File: config.mk
export PLATFORM = sky130hd
export DESIGN_NAME = gpio_pad_ctrl
export DESIGN_NICKNAME = d
export VERILOG_FILES = /design/src/rtl/gpio_pad_ctrl.sv
export SDC_FILE = /design/constraint.sdc
export NUM_CORES = 1
export LEC_CHECK = 0
export CELL_PAD_IN_SITES_DETAIL_PLACEMENT = 0
export CELL_PAD_IN_SITES_GLOBAL_PLACEMENT = 1
export CORE_ASPECT_RATIO = 1.4
export CORE_MARGIN = 4
export CORE_UTILIZATION = 41
export CTS_BUF_LIST = sky130_fd_sc_hd__clkbuf_16
export DETAILED_ROUTE_END_ITERATION = 7
export MAX_ROUTING_LAYER = met4
export PLACE_DENSITY = 0.8
export SLEW_MARGIN = 15
export SYNTH_ARGS = -nofsm -noshare
export SYNTH_HDL_FRONTEND = slang
export SYNTH_SLANG_ARGS = --single-unit
File: constraint.sdc
create_clock -name clock -period 1.6 [get_ports clock]
set_input_delay 0.16 -clock clock [delete_from_list [all_inputs] [get_ports clock]]
set_output_delay 0.16 -clock clock [all_outputs]
set_load 0.03 [all_outputs]
File: src/rtl/gpio_pad_ctrl.sv
// gpio_pad_ctrl
//   Core-side controller for a bank of N bidirectional GPIO pad cells.
//   Sequences each pin's output enable with dead-cycle turnaround,
//   synchronizes and glitch-filters the pad input, and latches edge events
//   into write-1-to-clear pending bits that are merged into one interrupt.
//
// Ports
//   clock        bank clock
//   reset_n      asynchronous active-low reset
//   cfg_dir_out  per-pin direction request (1 = output)
//   cfg_out      output data value
//   cfg_ie       input-buffer enable
//   cfg_rise_en  rising-edge capture enable
//   cfg_fall_en  falling-edge capture enable
//   clr_rise     W1C strobe for rise_pend
//   clr_fall     W1C strobe for fall_pend
//   cell_i       raw asynchronous pad input
//   cell_o       data to the pad cells (registered cfg_out)
//   cell_oe      output enable to the pad cells
//   cell_ie      input enable to the pad cells (registered cfg_ie)
//   in_val       synchronized, filtered input value
//   rise_pend    rising-edge pending bits
//   fall_pend    falling-edge pending bits
//   irq          registered OR of all pending bits
//
// Direction FSM (one per pin)
//   state     | meaning
//   ST_IN     | pad is input; glitch filter may run
//   ST_TO_OUT | dead cycles before driving; cell_oe still 0
//   ST_OUT    | pad driven while the request stays high
//   ST_TO_IN  | dead cycles after releasing the pad
module gpio_pad_ctrl #(
  parameter int N      = 8,
  parameter int FILTER = 3,
  parameter int TURN   = 2
) (
  input  logic         clock,
  input  logic         reset_n,
  input  logic [N-1:0] cfg_dir_out,
  input  logic [N-1:0] cfg_out,
  input  logic [N-1:0] cfg_ie,
  input  logic [N-1:0] cfg_rise_en,
  input  logic [N-1:0] cfg_fall_en,
  input  logic [N-1:0] clr_rise,
  input  logic [N-1:0] clr_fall,
  input  logic [N-1:0] cell_i,
  output logic [N-1:0] cell_o,
  output logic [N-1:0] cell_oe,
  output logic [N-1:0] cell_ie,
  output logic [N-1:0] in_val,
  output logic [N-1:0] rise_pend,
  output logic [N-1:0] fall_pend,
  output logic         irq
);

  localparam int CW = $clog2(TURN + 1);
  localparam int FW = $clog2(FILTER + 1);
  localparam logic [CW-1:0] TURN_LAST = CW'(TURN - 1);
  localparam logic [FW-1:0] FILT_LAST = FW'(FILTER - 1);

  typedef enum logic [1:0] {
    ST_IN     = 2'd0,
    ST_TO_OUT = 2'd1,
    ST_OUT    = 2'd2,
    ST_TO_IN  = 2'd3
  } dir_state_t;

  logic [N-1:0] sync1, sync2;
  logic [N-1:0] oe_d;
  logic [N-1:0] in_val_d;
  logic [N-1:0] rise_set, fall_set;

  for (genvar g = 0; g < N; g++) begin : g_pin
    dir_state_t    state_q, state_d;
    logic [CW-1:0] tcnt_q, tcnt_d;
    logic [FW-1:0] fcnt_q, fcnt_d;
    logic          filt_act;
    logic          iv_d;

    always_comb begin
      state_d = state_q;
      tcnt_d  = tcnt_q;
      case (state_q)
        ST_IN: begin
          if (cfg_dir_out[g]) begin
            state_d = ST_TO_OUT;
            tcnt_d  = '0;
          end
        end
        ST_TO_OUT: begin
          if (!cfg_dir_out[g]) begin
            state_d = ST_IN;
            tcnt_d  = '0;
          end else if (tcnt_q == TURN_LAST) begin
            state_d = ST_OUT;
            tcnt_d  = '0;
          end else begin
            tcnt_d = tcnt_q + CW'(1);
          end
        end
        ST_OUT: begin
          if (!cfg_dir_out[g]) begin
            state_d = ST_TO_IN;
            tcnt_d  = '0;
          end
        end
        ST_TO_IN: begin
          if (cfg_dir_out[g]) begin
            state_d = ST_TO_OUT;
            tcnt_d  = '0;
          end else if (tcnt_q == TURN_LAST) begin
            state_d = ST_IN;
            tcnt_d  = '0;
          end else begin
            tcnt_d = tcnt_q + CW'(1);
          end
        end
        default: begin
          state_d = ST_IN;
          tcnt_d  = '0;
        end
      endcase
    end

    // Gating with the live request lets cell_oe fall on the same edge the
    // request is seen low, instead of a cycle later with the state.
    assign oe_d[g] = (state_q == ST_OUT) && cfg_dir_out[g];

    // Filter is frozen outside IN or with the input buffer off, so
    // turnaround and ie-off never fabricate edges.
    assign filt_act = (state_q == ST_IN) && cell_ie[g];

    always_comb begin
      fcnt_d = '0;
      iv_d   = in_val[g];
      if (filt_act && (sync2[g] != in_val[g])) begin
        if (fcnt_q == FILT_LAST) begin
          iv_d = sync2[g];
        end else begin
          fcnt_d = fcnt_q + FW'(1);
        end
      end
    end

    assign in_val_d[g] = iv_d;

    always_ff @(posedge clock or negedge reset_n) begin
      if (!reset_n) begin
        state_q <= ST_IN;
        tcnt_q  <= '0;
        fcnt_q  <= '0;
      end else begin
        state_q <= state_d;
        tcnt_q  <= tcnt_d;
        fcnt_q  <= fcnt_d;
      end
    end
  end

  assign rise_set = in_val_d & ~in_val & cfg_rise_en;
  assign fall_set = ~in_val_d & in_val & cfg_fall_en;

  always_ff @(posedge clock or negedge reset_n) begin
    if (!reset_n) begin
      sync1     <= '0;
      sync2     <= '0;
      cell_o    <= '0;
      cell_ie   <= '0;
      cell_oe   <= '0;
      in_val    <= '0;
      rise_pend <= '0;
      fall_pend <= '0;
      irq       <= 1'b0;
    end else begin
      sync1     <= cell_i;
      sync2     <= sync1;
      cell_o    <= cfg_out;
      cell_ie   <= cfg_ie;
      cell_oe   <= oe_d;
      in_val    <= in_val_d;
      // Set terms are OR'd last so a new event beats a same-cycle clear.
      rise_pend <= (rise_pend & ~clr_rise) | rise_set;
      fall_pend <= (fall_pend & ~clr_fall) | fall_set;
      irq       <= |(rise_pend | fall_pend);
    end
  end

endmodule

* After elaboration in Yosys (flattened, before gate mapping)
Index checks and enable logic that the tools add are counted.
** Operators by class
- Eq/ne operators :: 80
- Mux-type cells :: 136
- $add $sub $neg :: 16
- Bitwise gates (word level) :: 13
- Reductions and logical operators :: 49
** Operators by type and width (count)
- 2-bit 2-to-1 mux :: 104
- 2-bit one-hot mux with 4 select lines :: 16
- 8-bit bitwise AND :: 6
- 2-bit == test (second input constant) :: 24
- 3-bit != test (second input constant) :: 16
- 2-bit by 1-bit adder with 2-bit output (second input constant) :: 16
- 2-bit by 1-bit == test with 1-bit output (second input constant) :: 16
- 2-bit != test (second input constant) :: 16
- 8-bit NOT :: 4
- 4-bit AND reduction :: 8
- 1-bit logical AND :: 24
- 8-bit OR :: 3
- 2-bit logical NOT :: 8
- 1-bit 2-to-1 mux :: 16
- 2-bit AND reduction :: 8
- 1-bit != test :: 8
- 8-bit OR reduction :: 1
** Storage, ports and cells
- Bits in registers :: 113
- Logic and storage cells :: 327
- Input bits :: 66
- Output and inout bits :: 49

* Longest topological paths before layout
Gate-level depths: netlist of the first run.
- Word-level depth :: 8
- Depth in mapped cells :: 3

* Worst setup path before layout of the first run
OpenSTA, ideal clock, no wires.
- Path type :: register to register
- Start point :: reg with a tool-made name
- End point :: reg in_val[3]
- Setup time :: 0.125 ns
- Cell stages (with the launch flop) :: 4
- Period minus slack after synthesis :: 1.125 ns
- Arrival time :: 1.000 ns
- Slack :: 0.475 ns
- Required time :: 1.475 ns
- Cells stage by stage :: dfrtp_1 nor2_2 nand4b_2 mux2_4
** RTL lines
- end signal: assignment :: RTL line 180 : in_val <= in_val_d;
- end: declaration :: RTL line 50 : output logic [N-1:0] in_val,

* Final worst setup path of the first run
- Start point :: reg cell_o[6]
- End point :: out cell_o[6]
** RTL lines
- start: declaration :: RTL line 47 : output logic [N-1:0] cell_o,
- start signal: assignment :: RTL line 177 : cell_o <= cfg_out;
No word-level cell between the ends.

==> results by group, run 1 <==
Run status
  – Status: finished, final reports clean

Final layout
  – Biggest regs: g_pin.fcnt_q (16), g_pin.tcnt_q (16)
  – ANT cells: 0
  – Nets@finish: 537
  – Layout cell share with drive strength beyond 1: 12.4%
  – Area delta synth->final: 45.3%
  – Final Cell Area: 6310 µm²

Critical path
  – CP max FO: 1
  – Register-to-register setup slack: 220 ps
  – WP data arrival: 1390 ps
  – Worst Path Buf+Inv: 1
  – R2R depth: 3
  – Crit Path Category: reg2out
  – Slowest stage cell, crit path: clkdlybuf4s50_1
  – Critical path's top delay family: buffers and inverters
  – CP peak stage delay: 680 ps
  – Kind of start point of the critical path: flop
  – Crit end category: primary output
  – Critical path cell sequence: clkdlybuf4s50_1
  – Req. time, crit path: 1440 ps
  – Crit Reg-Reg Endpoint: fall_pend[4]
  – CP startpoint: cell_o[6]

Placement
  – Place WS: 151 ps
  – GPL Wtd Cong: 0.763
  – Dpl cell area: 5700 µm²
  – IO buf count: 114
  – Hpwl dp: 6930 µm

Clock tree
  – Clock tree buffer depth: 2
  – CTS tree: done
  – Clock Sinks: 113
  – Post-CTS Setup Bufs: 0
  – Clock root buffer: clkbuf_16
  – Clock transition at the registers of the reported paths: 50 ps
  – Worst-skew pair later-pin latency: 400 ps
  – H-tree depth: 4
  – CTS Buf Count: 17

Logic synthesis
  – Synth area leader: dfrtp_1
  – Synth unique cells: 29
  – Synth top area share: 65.1%
  – Synth top area cells: dfrtp_1, o32ai_1, xnor2_1
  – Avg Inst Size Synth: 13.0 µm²
  – Synthesized cell area: 4340 µm²
  – Yosys reg bits: 113
  – Gate Count Post-Synth: 334
  – Syn_nets: 400
  – Yosys warns: 0
  – Sequential cell area fraction in the yosys report: 65.1%

Floorplan
  – Die area: 12,300 µm²
  – Die W: 95.0 µm
  – Row cnt: 44
  – Initial Utilization: 41.9%
  – Die Y: 130 µm
  – I/O pin count: 115
  – Core area: 10,300 µm²

Timing
  – Post-route setup TNS: 0 ps
  – Worst Tran Pin Value: 429 ps
  – Final-report hold violation count: 0
  – Final slew viol count: 0
  – Tmin final: 1550 ps
  – Clk_skew: 5.59 ps
  – Endpoints failing setup: 0
  – Unrepaired setup endpoints after global routing: false
  – Final period util: 97.1%
  – Slew HR: 71.3%
  – Setup WS post-layout: 46.3 ps
  – Fmax achieved: 644 MHz

Routing
  – Final wirelength: 9350 µm
  – Vias per std cell: 4.96
  – Via count: 3,086
  – DRT iter0 DRCs: 74
  – Drt pass-1 iters: 4
  – Routed WL per cell: 15.0 µm
  – Antenna viol nets, final: 0
  – Number of remaining DRC errors: 0

Run
  – Max Cap Viol: 0

GRT
  – Largest net degree at the start of global routing: 47
  – Initial antenna violation count: 0
  – GRT Resource Usage Total: 17.2%
  – Vias in the first global route: 3,301
  – First-pass GRT wire length: 15,500 µm
  – GR Overflow Total: 0

Pwr
  – VDD IR-drop max: 0.000776 V
  – Leakage: 0.00298 µW
  – PwrDens: 1510 nW/µm²

Worst hold path
  – Hold crit path type: in2async
## how the worst max path moves through the flow
stage / slack (ps) / end / cells after the start
final: 50 / cell_o[6] / 1
after global routing: 0.7 / cell_o[6] / 1
after CTS: 2 / cell_oe[5] / 1
after detailed placement: 150 / fall_pend[4] / 3
after global placement: 180 / fall_pend[4] / 3
after floorplan: 480 / in_val[3] / 3
## placed cells by master (no fill, tap or decap), types with 12 or more instances in the layout
cell	netlist	final
inv_1	16	17
nor4_1	12	12
o32ai_1	16	16
clkdlybuf4s50_1	0	75
clkbuf_16	0	17
nand2_1	29	29
xnor2_1	16	16
dlygate4sd2_1	0	32
nor2_1	18	18
nor2b_1	20	20
dfrtp_1	113	113
## metal layers
layer / share of wire (%) / wire length, µm / vias to the layer above / global-route usage [%]
li1: - / - / 1470 / -
met1: 42 / 3930 / 1529 / 19.6
met4: 1.1 / 102 / 0 / 7.14
met5: 0 / 0 / - / -
met3: 5.0 / 469 / 9 / 5.77
met2: 52 / 4850 / 78 / 27.6
## through the flow
step           cells  total power, µW  hold WS [ps]  util, %
2_1_floorplan    334             4960          -136        -
3_3_place_gp     589             5580          19.7     55.1
3_5_place_dp     589             5660          15.6     55.1
4_1_cts          622             9660           129     60.8
5_1_grt          622            10100           138     61.0
6_report         622             9530           139     61.0
## report_power, final
part,total [µW],internal (µW),switching (µW)
registers,3770,3290,484
clock network,3970,2720,1250
logic,1790,932,858
total,9530,6940,2590
## cells by family (layout without fill, tap and decap cells)
family | count (synthesis) | after routing | share of synthesized area, %
mux | 8 | 8 | 2.33
compound gates | 56 | 56 | 9.74
flops | 113 | 113 | 65.1
buf+inv | 16 | 166 | 1.38
xor+xnor | 16 | 16 | 3.23
simple gates | 125 | 125 | 18.2
## worst register-to-register path, stage by stage (launching register included)
cell	delay, ps
dfrtp_1	440
nor2_2	170
nand4b_2	170
o32ai_1	460
## cell usage after synthesis
cell type  count
a211oi_1       5
a21o_1         8
a21o_2         3
a21oi_1        3
a22o_1         5
and2_1         5
and2b_1        1
and3b_2        3
dfrtp_1      113
inv_1         16
mux2_2         5
mux2_4         3
nand2_1       29
nand3b_1       3
nand4_1        1
nand4b_1       5
nand4b_2       3
nor2_1        18
nor2_2         3
nor2b_1       20
nor3_1         3
nor3b_1        3
nor3b_2        8
nor4_1        12
nor4b_1        8
o21a_1         8
o21ai_0        8
o32ai_1       16
xnor2_1       16
## layout make-up
class                   count  area (µm²)
clock buffers              17         425
multi-input cells         205        1450
well taps                 138         173
clock inverters            15         198
repair buffers            118        1170
fillers                   887        4040
flip-flops and latches    113        2830
inverters                  16        60.1
## timing repair
item	in CTS	in global routing
hold endpoints to repair	113	0
pin swaps	0	0
resized for setup	32	6
setup endpoints to repair	32	6
hold buffers	1	0
Note: power is estimated with default switching activity, not from simulation.
==> run 2, diff against run 1 <==
--- a/config.mk
+++ b/config.mk
@@ -7,7 +7,7 @@
 export LEC_CHECK = 0
 export CELL_PAD_IN_SITES_DETAIL_PLACEMENT = 0
 export CELL_PAD_IN_SITES_GLOBAL_PLACEMENT = 1
-export CORE_ASPECT_RATIO = 1.4
+export CORE_ASPECT_RATIO = 1.2
 export CORE_MARGIN = 4
 export CORE_UTILIZATION = 41
 export CTS_BUF_LIST = sky130_fd_sc_hd__clkbuf_16
==> results by group, run 2 (synthesis gave the netlist of run 1 again) <==
Clock tree
  – CTS tree: done
  – Worst-skew pair later-pin latency: 400 ps
  – Clock root buffer: clkbuf_16
  – H-tree depth: 4
  – CTS Buf Count: 17
  – Clock tree buffer depth: 2
  – Clock Sinks: 113
  – Clock transition at the registers of the reported paths: 50 ps

GRT
  – GR Overflow Total: 0
  – GRT Resource Usage Total: 16.8%
  – Vias in the first global route: 3,357
  – First-pass GRT wire length: 15,500 µm
  – Initial antenna violation count: 0
  – Largest net degree at the start of global routing: 38

Timing
  – Clk_skew: 5.82 ps
  – Final-report hold violation count: 0
  – Final slew viol count: 0
  – Tmin final: 1550 ps
  – Slew HR: 67.1%
  – Unrepaired setup endpoints after global routing: false
  – Worst Tran Pin Value: 489 ps
  – Final period util: 96.8%
  – Setup WS post-layout: 52.0 ps
  – Fmax achieved: 646 MHz
  – Post-route setup TNS: 0 ps
  – Endpoints failing setup: 0

Final layout
  – Area delta synth->final: 43.6%
  – Biggest regs: g_pin.fcnt_q (16), g_pin.tcnt_q (16)
  – ANT cells: 0
  – Final Cell Area: 6230 µm²
  – Layout cell share with drive strength beyond 1: 12.6%
  – Final Util: 61.4%
  – Most common cell after layout, fill and taps aside: dfrtp_1
  – Nets@finish: 539
  – Most frequent cells in the layout: dfrtp_1, clkdlybuf4s50_1, dlygate4sd2_1, nand2_1, nor2b_1

Placement
  – Place WS: 268 ps
  – Dpl cell area: 5700 µm²
  – GPL Wtd Cong: 0.747
  – Hpwl dp: 6880 µm
  – IO buf count: 114

Routing
  – DRT iter0 DRCs: 79
  – Routed wl met3: 586 µm
  – Routed wl met2: 4540 µm
  – Final wirelength: 9270 µm
  – Via count: 3,118
  – Top sig layer: met4
  – Vias per std cell: 5.09
  – Drt pass-1 iters: 4
  – Number of remaining DRC errors: 0
  – Antenna viol nets, final: 0
  – Routed WL per cell: 15.2 µm
  – M1 wire length: 3980 µm

Floorplan
  – Die area: 12,300 µm²
  – Row cnt: 40
  – Die W: 102 µm
  – Initial Utilization: 42.7%
  – I/O pin count: 115
  – Die Y: 121 µm
  – Core area: 10,200 µm²

Critical path
  – CP max FO: 1
  – WP data arrival: 1390 ps
  – Kind of start point of the critical path: flop
  – Register-to-register setup slack: 330 ps
  – Critical path cell sequence: clkdlybuf4s50_1
  – Crit end category: primary output
  – Critical path's top delay family: buffers and inverters
  – Slowest stage cell, crit path: clkdlybuf4s50_1
  – Req. time, crit path: 1440 ps
  – Crit Path Category: reg2out
  – Crit Reg-Reg Endpoint: in_val[1]
  – Worst Path Buf+Inv: 1
  – R2R depth: 3
  – CP peak stage delay: 660 ps

Worst hold path
  – Hold crit path type: in2reg
  – Hold Path End: cell_ie[2]
  – Hold Path Depth: 1
  – Worst hold start: cfg_ie[2]

Pwr
  – PwrDens: 1450 nW/µm²
  – Leakage: 0.00292 µW
  – VDD IR-drop max: 0.000738 V

Run
  – Max Cap Viol: 0

Run status
  – Status: finished, final reports clean
## run 2: changes by cell type in the layout (fill, tap and decap cells not counted)
cell and change:
dlymetal6s2s_1 -2, clkdlybuf4s50_1 +2, inv_1 +1, clkinvlp_4 +1, clkinv_4 +1, bufinv_16 -3, buf_4 +2
## run 2: power breakdown
part	total [µW]	switching (µW)	leakage [µW]	internal, µW
clock network	3470	1230	0.000277	2240
registers	3780	490	0.00147	3290
logic	1790	859	0.00118	933
total	9040	2580	0.00292	6460
## run 2: stage by stage
step / hold WS [ps] / std cells / power (µW)
2_1_floorplan: -136 / 334 / 4960
3_3_place_gp: 120 / 579 / 5590
3_5_place_dp: 119 / 579 / 5670
4_1_cts: 179 / 612 / 9150
5_1_grt: 176 / 612 / 9550
6_report: 192 / 612 / 9040
## run 2: worst max-delay path by stage
stage,from,to,slack (ps),depth (start not counted)
2_1_floorplan,flop,in_val[3],480,3
3_3_place_gp,in_val[7],in_val[7],310,1
3_5_place_dp,cfg_dir_out[7],g_pin[7].tcnt_q[0],270,4
4_1_cts,cell_oe[7],cell_oe[7],0.3,1
5_1_grt,cell_o[1],cell_o[1],2,1
6_report,cell_o[6],cell_o[6],50,1
## run 2: routing by layer
layer | global-route usage [%] | up-vias
met5 | - | -
met4 | 6.48 | 0
met3 | 5.37 | 16
met2 | 26.0 | 100
met1 | 20.6 | 1525
li1 | - | 1477
## run 2: layout make-up
class,instances,area [µm²]
Fill cell,825,3930
Sequential cell,113,2830
Multi-Input combinational cell,205,1450
Timing Repair Buffer,120,1180
Clock buffer,17,425
Tap cell,126,158
Clock inverter,15,128
Inverter,16,60.1
## run 2: what timing repair did
action | 4_1_cts | 5_1_grt
hold endpoints to repair | 26 | 0
gates resized for setup | 32 | 4
endpoints found under the setup margin | 32 | 4
setup buffers | 0 | 0
hold buffers | 1 | 0
cloned | 0 | 0
## run 2: worst register-to-register path, delay by kind of cell, from the launching register on
kind | cells | cell delay [ps]
AND/OR/NAND/NOR | 2 | 380
multiplexers | 1 | 330
flip-flops | 1 | 440
